File: src/rtl/seq_multiplier.sv
`default_nettype none
// ============================================================================
// Module  : seq_multiplier
// Purpose : Shift-add sequential multiplier, signed or unsigned operands,
//           one multiplier bit per RUN cycle, fully registered outputs.
// Revision: 1.0 - initial release
// ============================================================================
module seq_multiplier #(
   parameter int WIDTH = 5
) (
   input  logic                   clock,
   input  logic                   reset,
   input  logic                   start,
   input  logic                   is_signed,
   input  logic [WIDTH-1:0]       a,
   input  logic [WIDTH-1:0]       b,
   output logic                   busy,
   output logic                   done,
   output logic [2*WIDTH-1:0]     result
);

   localparam int CNT_W = $clog2(WIDTH);

   typedef enum logic [1:0] {
      IDLE = 2'd0,
      RUN  = 2'd1,
      DONE = 2'd2
   } state_t;

   state_t               state_q, state_d;
   logic [CNT_W-1:0]     cnt_q, cnt_d;
   logic [2*WIDTH-1:0]   mcand_q, mcand_d;
   logic [WIDTH-1:0]     mplier_q, mplier_d;
   logic                 sign_q, sign_d;
   logic [2*WIDTH-1:0]   acc_q, acc_d;
   logic [2*WIDTH-1:0]   result_q, result_d;
   logic [2*WIDTH-1:0]   addend;
   logic [2*WIDTH-1:0]   acc_next;
   logic                 last_bit;

   always_comb begin
      state_d  = state_q;
      cnt_d    = cnt_q;
      mcand_d  = mcand_q;
      mplier_d = mplier_q;
      sign_d   = sign_q;
      acc_d    = acc_q;
      result_d = result_q;
      addend   = '0;
      acc_next = acc_q;
      last_bit = (cnt_q == CNT_W'(WIDTH - 1));

      unique case (state_q)
         IDLE, DONE: begin
            if (start) begin
               state_d  = RUN;
               mcand_d  = {{WIDTH{is_signed & a[WIDTH-1]}}, a};
               mplier_d = b;
               sign_d   = is_signed;
               acc_d    = '0;
               cnt_d    = '0;
            end else begin
               state_d  = IDLE;
            end
         end
         RUN: begin
            addend = mplier_q[0] ? mcand_q : '0;
            // In two's complement the multiplier MSB carries negative weight.
            if (sign_q && last_bit) begin
               acc_next = acc_q - addend;
            end else begin
               acc_next = acc_q + addend;
            end
            acc_d    = acc_next;
            mcand_d  = mcand_q << 1;
            mplier_d = mplier_q >> 1;
            if (last_bit) begin
               state_d  = DONE;
               cnt_d    = '0;
               result_d = acc_next;
            end else begin
               cnt_d    = cnt_q + CNT_W'(1);
            end
         end
         default: begin
            state_d = IDLE;
         end
      endcase
   end

   always_ff @(posedge clock) begin
      if (reset) begin
         state_q  <= IDLE;
         cnt_q    <= '0;
         mcand_q  <= '0;
         mplier_q <= '0;
         sign_q   <= 1'b0;
         acc_q    <= '0;
         result_q <= '0;
      end else begin
         state_q  <= state_d;
         cnt_q    <= cnt_d;
         mcand_q  <= mcand_d;
         mplier_q <= mplier_d;
         sign_q   <= sign_d;
         acc_q    <= acc_d;
         result_q <= result_d;
      end
   end

   assign busy   = (state_q == RUN);
   assign done   = (state_q == DONE);
   assign result = result_q;

endmodule
`default_nettype wire
File: config.mk
export PLATFORM = sky130hd
export DESIGN_NAME = seq_multiplier
export DESIGN_NICKNAME = d
export VERILOG_FILES = /design/src/rtl/seq_multiplier.sv
export SDC_FILE = /design/constraint.sdc
export NUM_CORES = 1
export LEC_CHECK = 0
export CORE_ASPECT_RATIO = 1.1
export CORE_MARGIN = 4
export CORE_UTILIZATION = 51
export DETAILED_ROUTE_END_ITERATION = 8
export PLACE_DENSITY = 0.73
export SETUP_SLACK_MARGIN = 0.2
export SLEW_MARGIN = 20
export SYNTH_ARGS = -nofsm -noshare
export SYNTH_HDL_FRONTEND = slang
export SYNTH_SLANG_ARGS = --single-unit
File: constraint.sdc
create_clock -name clock -period 2.7 [get_ports clock]
set_input_delay 0.54 -clock clock [delete_from_list [all_inputs] [get_ports clock]]
set_output_delay 0.54 -clock clock [all_outputs]
set_load 0.1 [all_outputs]
### Word level (Yosys, flattened, before mapping)

Cells that the tools add are included.

| word-level totals | value |
|---|---|
| bits in registers | 41 |
| input bits | 14 |

| cells by class | value |
|---|---|
| $add $sub $neg | 3 |
| equal/unequal tests | 5 |
| mux-type cells | 14 |
| bitwise logic cells | 1 |
| reductions and logical operators | 7 |

Operator list:

| kind | count |
|---|---|
| 10-bit two-way mux | 4 |
| 10-bit one-hot mux with 2 select lines | 2 |
| 10-bit adder | 1 |
| 5-bit one-hot mux with 2 select lines | 1 |
| 10-bit subtractor | 1 |
| 3-bit two-way mux | 2 |
| 3-bit one-hot mux with 2 select lines | 1 |
| 2-bit AND reduction | 3 |
| 5-bit two-way mux | 1 |
| 2-bit one-hot mux with 2 select lines | 1 |
| 3-bit by 1-bit adder with 3-bit output (second input constant) | 1 |
| 3-bit equality test (second input constant) | 1 |
| 2-bit by 1-bit equality test with 1-bit output (second input constant) | 1 |
| 2-bit equality test (second input constant) | 1 |
| 2-bit zero test | 1 |
| 2-bit two-way mux | 1 |
| 2-bit by 1-bit inequality test with 1-bit output (second input constant) | 1 |
| 2-bit inequality test (second input constant) | 1 |
| 2-bit nonzero test | 1 |
| 2-bit OR reduction | 1 |
| 1-bit AND | 1 |
| 1-bit logical AND | 1 |
| 1-bit two-way mux | 1 |

### Logic depth before layout (Yosys ltp)

Gate-level depths: netlist of the first run.

| logic depth | value |
|---|---|
| depth after elaboration | 4 |
| mapped depth | 14 |
| gate-level depth less buffers | 13 |

### Worst setup path after synthesis of the first run

Ideal clock, no wire load.

| path | value |
|---|---|
| path type | flip-flop to flip-flop |
| start | register mplier_q[0] |
| end | register acc_q[9] |
| library setup time | 0.122 ns |
| data arrival time | 2.618 ns |
| data required time | 2.578 ns |
| setup slack | -0.040 ns |
| stages on the path, launching flop included | 13 |
| period minus slack after synthesis | 2.740 ns |
| cell sequence | dfxtp_1 > clkbuf_1 > nand2_1 > ha_1 > nor2_1 > nor2_1 > a311o_1 > ha_1 > a21oi_1 > o21ai_0 > nor2_1 > nor4b_4 > a311o_1 |

| between the ends | value |
|---|---|
| longest elaborated chain between the ends | 4 |

RTL lines:

| item | line | RTL |
|---|---|---|
| start, declared | 33 | `logic [WIDTH-1:0] mplier_q, mplier_d;` |
| start signal, assigned | 104 | `mplier_q <= mplier_d;` |
| 10-bit two-way mux * | 67 | `addend = mplier_q[0] ? mcand_q : '0;` |
| 10-bit adder or 10-bit subtractor (tied branches) | 72, 70 |  |
| 10-bit two-way mux * | 69 | `if (sign_q && last_bit) begin` |
| 10-bit one-hot mux with 2 select lines * | 53 | `unique case (state_q)` |
| end signal, assigned | 98 | `acc_q <= '0;` |
| end signal, assigned | 106 | `acc_q <= acc_d;` |
| end, declared | 35 | `logic [2*WIDTH-1:0] acc_q, acc_d;` |

Every way passes the cells marked *; elsewhere a longest branch is shown, timed or not.
A chain may end at the register's enable or synchronous reset.

### Worst setup path in the final report of the first run

| path | value |
|---|---|
| start | register cnt_q[1] |
| end | register acc_q[6] |

| between the ends | value |
|---|---|
| longest elaborated chain between the ends | 4 |

RTL lines:

| item | line | RTL |
|---|---|---|
| start, declared | 31 | `logic [CNT_W-1:0] cnt_q, cnt_d;` |
| start signal, assigned | 102 | `cnt_q <= cnt_d;` |
| 3-bit equality test | 51 | `last_bit = (cnt_q == CNT_W'(WIDTH - 1));` |
| 1-bit logical AND | 69 |  |
| 10-bit two-way mux | 69 |  |
| 10-bit one-hot mux with 2 select lines | 53 |  |

No other way between the ends.

==> impl_metrics.json, run 1 <==
{
  "gp_congestion": 0.962,
  "min_period_ns": 2.53,
  "post-synth-top-area-fraction_pct": 34.2,
  "grt_first_pass_wirelength_microns": 10700,
  "route.detailed.drc": 0,
  "yosys_warnings": 0,
  "syn_nets": 324,
  "hold_violations": 0,
  "setup_viol": 0,
  "synthFlopType": "dfxtp_1",
  "cp.arrival_ns": 2.76,
  "p_leak_nw": 1.20,
  "dp.cells": 380,
  "cts_inserted_buffers": 5,
  "syn_inst": 297,
  "fin_crit_sh_pct": 93.6,
  "ys_ff_latch": 41,
  "clk_latency_ns": 0.30,
  "relSlewSlack_pct": 67.2,
  "drt_iter0_drc": 161,
  "num-nets-final": 371,
  "antenna_found_initial": 0,
  "grt_usage_pct": 23.0,
  "worst_pin_slew_ns": 0.491,
  "hpwl_microns": 4330,
  "synth_area_sq_um": 2400,
  "finalHoldWorstSlack_ns": 0.464,
  "cts.sinks": 41,
  "max-vdd-ir-drop_uv": 433,
  "fill_cells": 341,
  "final_cell_mix": "44 x buf_4, 42 x nand2_1, 35 x dfxtp_1",
  "port_buffers": 25,
  "areaGrowthSynthToFinish_pct": 31.1,
  "final_area_sq_um": 3140,
  "yosysTopAreaCell": "dfxtp_1",
  "start_util_pct": 54.4,
  "overflow": 0,
  "htree_levels": 2,
  "ctsRootBufferMaster": "clkbuf_8",
  "post-place-ws_ns": -0.0159,
  "synthArstFlopShare_pct": 0,
  "drt_wl_total_microns": 6370,
  "cts_tree": "built",
  "grt_max_degree": 24,
  "dieHeight_microns": 79.9,
  "power.density_nw_per_um2": 623,
  "synth_edf_count": 0,
  "synth.distinct_cells": 52,
  "fp.dieW_microns": 73.4,
  "n_antenna_cell": 0,
  "drv_slew": 0,
  "clock_skew_ns": 0.00442,
  "syn_avg_cell_area_sq_um": 8.07,
  "clkTransAtPathRegs_ns": 0.08,
  "setup_tns_ns": 0,
  "drive_gt1_share_pct": 30.4,
  "antenna_left": 0,
  "rsz0062_at_grt": "true",
  "ios": 26,
  "cp_max_fo": 8,
  "placed_area_sq_um": 2790,
  "ys_top_cells_by_area": "dfxtp_1 34%, nand2_1 6.9%, ha_1 6.3%",
  "crit_type": "reg2reg",
  "num_vias": 2360,
  "core-area_sq_um": 4410,
  "yosysSeqAreaShare_pct": 34.2,
  "worst_slack_ns": 0.172,
  "required_ns": 2.93,
  "min_path_type": "reg2reg",
  "rows": 25,
  "cp-end-kind": "register",
  "wl_per_cell_microns": 16.0,
  "cts.path.max_buffers": 2,
  "dieArea_sq_um": 5860,
  "max-cap-violations": 0,
  "fmax_ghz": 0.396,
  "layout_commonest_cell": "buf_4",
  "drt_first_pass_iters": 4,
  "status": "complete, no violations",
  "via_per_inst": 5.91,
  "grt_pass1_vias": 2261,
  "final_cells": 399,
  "critPathLaunchType": "register"
}
## worst max-delay path, cell delays in order (launching register included)
cell and delay [ns]:
dfxtp_2 0.34, inv_2 0.06, ha_4 0.15, and3_4 0.26, nor2_4 0.05, xor2_1 0.16
ha_1 0.30, nor2b_1 0.14, o21a_1 0.20, o21a_1 0.24, o311ai_2 0.32, a22oi_1 0.12
nor2_1 0.13
## synth_stat cells, types with 2 or more instances
| library cell | count |
|---|---|
| nand2_1 | 44 |
| dfxtp_1 | 41 |
| nor2_1 | 37 |
| a21oi_1 | 28 |
| a22oi_1 | 14 |
| ha_1 | 12 |
| inv_1 | 11 |
| clkbuf_1 | 10 |
| o21ai_0 | 8 |
| a311oi_1 | 6 |
| nand3_1 | 5 |
| nand3b_1 | 5 |
| nor2b_1 | 5 |
| nor3_1 | 5 |
| a31oi_1 | 4 |
| clkbuf_8 | 4 |
| o21a_1 | 4 |
| xor2_1 | 4 |
| nand4b_1 | 3 |
| or3_1 | 3 |
| xnor2_1 | 3 |
| a211oi_1 | 2 |
| a221oi_1 | 2 |
| a311o_1 | 2 |
| buf_1 | 2 |
| nand2b_1 | 2 |
| o211ai_1 | 2 |
| o22ai_1 | 2 |
| o311ai_0 | 2 |
| or2_2 | 2 |
| or2b_2 | 2 |
## cell families after synthesis
family          Yosys count  share of synthesized area, %
simple gates            124                          25.4
compound gates           83                          24.2
flops                    41                          34.2
buf+inv                  29                          6.58
fa+ha+maj                13                          7.10
xor+xnor                  7                          2.56
## worst paths after layout
path,slack [ns],cells past startpoint,startpoint,to
setup / recovery,0.17,12,cnt_q[1],acc_q[6]
hold / removal,0.46,2,result[5],result[5]
setup reg to reg,0.17,12,cnt_q[1],acc_q[6]
hold reg to reg,0.46,2,result[5],result[5]
## report_power, final
group | internal, mW | leakage, nW | switching, mW | total [mW]
sequential | 0.645 | 0.337 | 0.0367 | 0.682
clock | 0.231 | 0.0542 | 0.214 | 0.445
combinational | 0.405 | 0.804 | 0.425 | 0.830
total | 1.28 | 1.20 | 0.676 | 1.96
## flip-flops by register name, indices dropped and copies added (netlist names)
| signal | flops |
|---|---|
| acc_q | 10 |
| mcand_q | 10 |
| result | 10 |
| mplier_q | 5 |
| cnt_q | 3 |
| state_q | 2 |
| sign_q | 1 |
## per-layer routing
layer | GRT usage [%] | wire length [microns] | vias to the layer above
li1 | - | - | 1159
met1 | 30.6 | 2890 | 1139
met2 | 36.9 | 3130 | 48
met3 | 5.16 | 233 | 14
met4 | 6.70 | 112 | 0
met5 | 0 | 0 | -
## what timing repair did
action / 4_1_cts / 5_1_grt
gates resized for setup: 26 / 22
endpoints found under the setup margin: 10 / 10
pin swaps: 8 / 21
hold buffers: 0 / 0
setup buffers: 6 / 5
## cell type report
| type | count | area (sq um) | share of cell area (%) |
|---|---|---|---|
| multi-input combinational | 227 | 1620 | 51.6 |
| sequential | 41 | 831 | 26.4 |
| timing repair buffer | 58 | 480 | 15.3 |
| clock buffer | 7 | 96.3 | 3.07 |
| tap | 54 | 67.6 | 2.15 |
| inverter | 11 | 41.3 | 1.31 |
| clock inverter | 1 | 5.00 | 0.159 |
## metrics by stage
step                util [%]  total power, mW
floorplan                  -             1.17
global placement        63.2             1.34
detailed placement      63.2             1.35
CTS                     68.5             1.86
global route            71.2             2.07
finish                  71.2             1.96
Power figures use the tool's default switching activity.
==> run 2, diff against run 1 <==
SETUP_SLACK_MARGIN = 0.3   (was 0.2)
==> run 2 against run 1 <==
Maximum frequency is 2.6% lower. Largest power group unchanged. Clock skew up 0.0011 ns. Largest cell class unchanged. Die area unchanged. Final cell count down 1.3%. Routed wire length down 1.3%. Non-clock buffer count down 5. First-iteration DRC count grew 20%. Utilization fell by 0.11 points.
==> impl_metrics.json, run 2 (synthesis results as in run 1) <==
{
  "port_buffers": 25,
  "via_per_inst": 5.95,
  "overflow": 0,
  "core-area_sq_um": 4410,
  "num_vias": 2346,
  "cp_slowest_stage_delay_ns": 0.41,
  "power.density_nw_per_um2": 641,
  "max-cap-violations": 0,
  "setup_viol": 0,
  "rsz0062_at_grt": "true",
  "clock_skew_ns": 0.00550,
  "start_util_pct": 54.4,
  "min_path_type": "reg2reg",
  "crit_path_frequent_cell": "a21oi_2",
  "route.met3.wl_microns": 238,
  "wl_met2_microns": 3090,
  "dieHeight_microns": 79.9,
  "hpwl_microns": 4180,
  "status": "complete, no violations",
  "final_cell_mix": "42 x nand2_1, 37 x buf_4, 34 x nor2_1, 34 x dfxtp_1, 21 x a21oi_1",
  "fp.dieW_microns": 73.4,
  "cts.sinks": 41,
  "fmax_ghz": 0.385,
  "cts.path.max_buffers": 2,
  "rows": 25,
  "min_period_ns": 2.60,
  "crit_chain": "or3_4, nand2_2, and2_4, a21oi_2, a311o_1, ha_4, nand4_1, a21oi_2, nor2_2, buf_4, nand3b_1, o211ai_1",
  "power.total_mw": 2.01,
  "ios": 26,
  "grt_usage_pct": 22.2,
  "final_area_sq_um": 3140,
  "drv_slew": 0,
  "grt_first_pass_wirelength_microns": 10300,
  "dp.cells": 372,
  "max-vdd-ir-drop_uv": 369,
  "final_cells": 394,
  "critPathLaunchType": "register",
  "n_antenna_cell": 0,
  "drt_wl_total_microns": 6290,
  "drt_iter0_drc": 193,
  "setup.worst_path.start": "mcand_q[3]",
  "antenna_left": 0,
  "cp_slowest_cell": "or3_4",
  "drive_gt1_share_pct": 29.4,
  "gp_congestion": 0.925,
  "grt_max_degree": 37,
  "dr.max_layer_used": "met4",
  "ctsRootBufferMaster": "clkbuf_8",
  "required_ns": 2.93,
  "clk_latency_ns": 0.30,
  "layout_commonest_cell": "nand2_1",
  "hold_path_startpoint": "result[3]",
  "cp.arrival_ns": 2.82,
  "num-nets-final": 366,
  "fin_crit_sh_pct": 96.1,
  "drt_first_pass_iters": 6,
  "relSlewSlack_pct": 55.3,
  "m1WireLength_microns": 2860,
  "p_leak_nw": 1.18,
  "holdBufCountCts": 0,
  "cp_max_fo": 4,
  "dieArea_sq_um": 5860,
  "reg2reg_from": "mcand_q[3]",
  "worst_pin_slew_ns": 0.668,
  "areaGrowthSynthToFinish_pct": 30.8,
  "cts_inserted_buffers": 5,
  "route.detailed.drc": 0,
  "cts_tree": "built",
  "grt_pass1_vias": 2109,
  "cp-end-kind": "register",
  "placed_area_sq_um": 2790,
  "clkTransAtPathRegs_ns": 0.09,
  "htree_levels": 2,
  "hold_violations": 0,
  "antenna_found_initial": 0,
  "wl_per_cell_microns": 16.0,
  "crit_type": "reg2reg"
}
## run 2: changes by cell type in the layout (fill, tap and decap cells not counted), moves of 2 or more
cell | before | now
a21oi_1 | 23 | 21
buf_4 | 44 | 37
clkbuf_8 | 7 | 5
a21oi_2 | 5 | 7
dfxtp_2 | 5 | 7
## run 2: final timing paths
kind / end / slack, ns / cells after the start
worst max-delay path: result[9] / 0.10 / 12
worst min-delay path: result[3] / 0.47 / 2
worst max register to register: result[9] / 0.10 / 12
worst min register to register: result[3] / 0.47 / 2
## run 2: critical path: cells and delay by family, from the launching register on
kind / cells / cell delay (ns)
and+or+nand+nor: 6 / 1.02
AOI/OAI and AO/OA: 4 / 0.72
DFF: 1 / 0.33
adders and majority gates: 1 / 0.30
buffers and inverters: 1 / 0.14
## run 2: power by group
group	internal [mW]	leakage [nW]	switching, mW
clock	0.277	0.0543	0.234
combinational	0.388	0.785	0.427
sequential	0.646	0.337	0.0390
total	1.31	1.18	0.700
## run 2: area by class of cell
type                    instances  area (sq um)
inverters                      11          41.3
multi-input cells             227          1620
clock inverters                 3          46.3
flip-flops and latches         41           830
fillers                       368          1270
clock buffers                   5          68.8
repair buffers                 53           459
well taps                      54          67.6
## run 2: what timing repair did
action	in CTS	in global routing
hold endpoints to repair	0	0
resized for setup	14	15
endpoints found under the setup margin	10	12
buffers inserted	10	4
pin swaps	13	10
## run 2: routing by layer
metal / global-route usage, % / up-vias
met5: 0 / -
li1: - / 1144
met1: 30.0 / 1149
met2: 35.2 / 44
met3: 4.53 / 9
met4: 6.52 / 0
## run 2: stage by stage
stage	util (%)	TNS [ns]	hold slack (ns)	setup WS, ns
floorplan	-	0	0.437	0.266
global placement	63.3	0	0.444	0.146
detailed placement	63.3	0	0.451	0.0883
CTS	68.6	0	0.469	0.204
global route	71.1	-0.119	0.487	-0.0499
finish	71.1	0	0.471	0.105
==> run 3, diff against run 2 <==
SLEW_MARGIN = 30   (was 20)
==> results of run 3 <==
Final layout, timing and power as in run 2 (identical DEF).
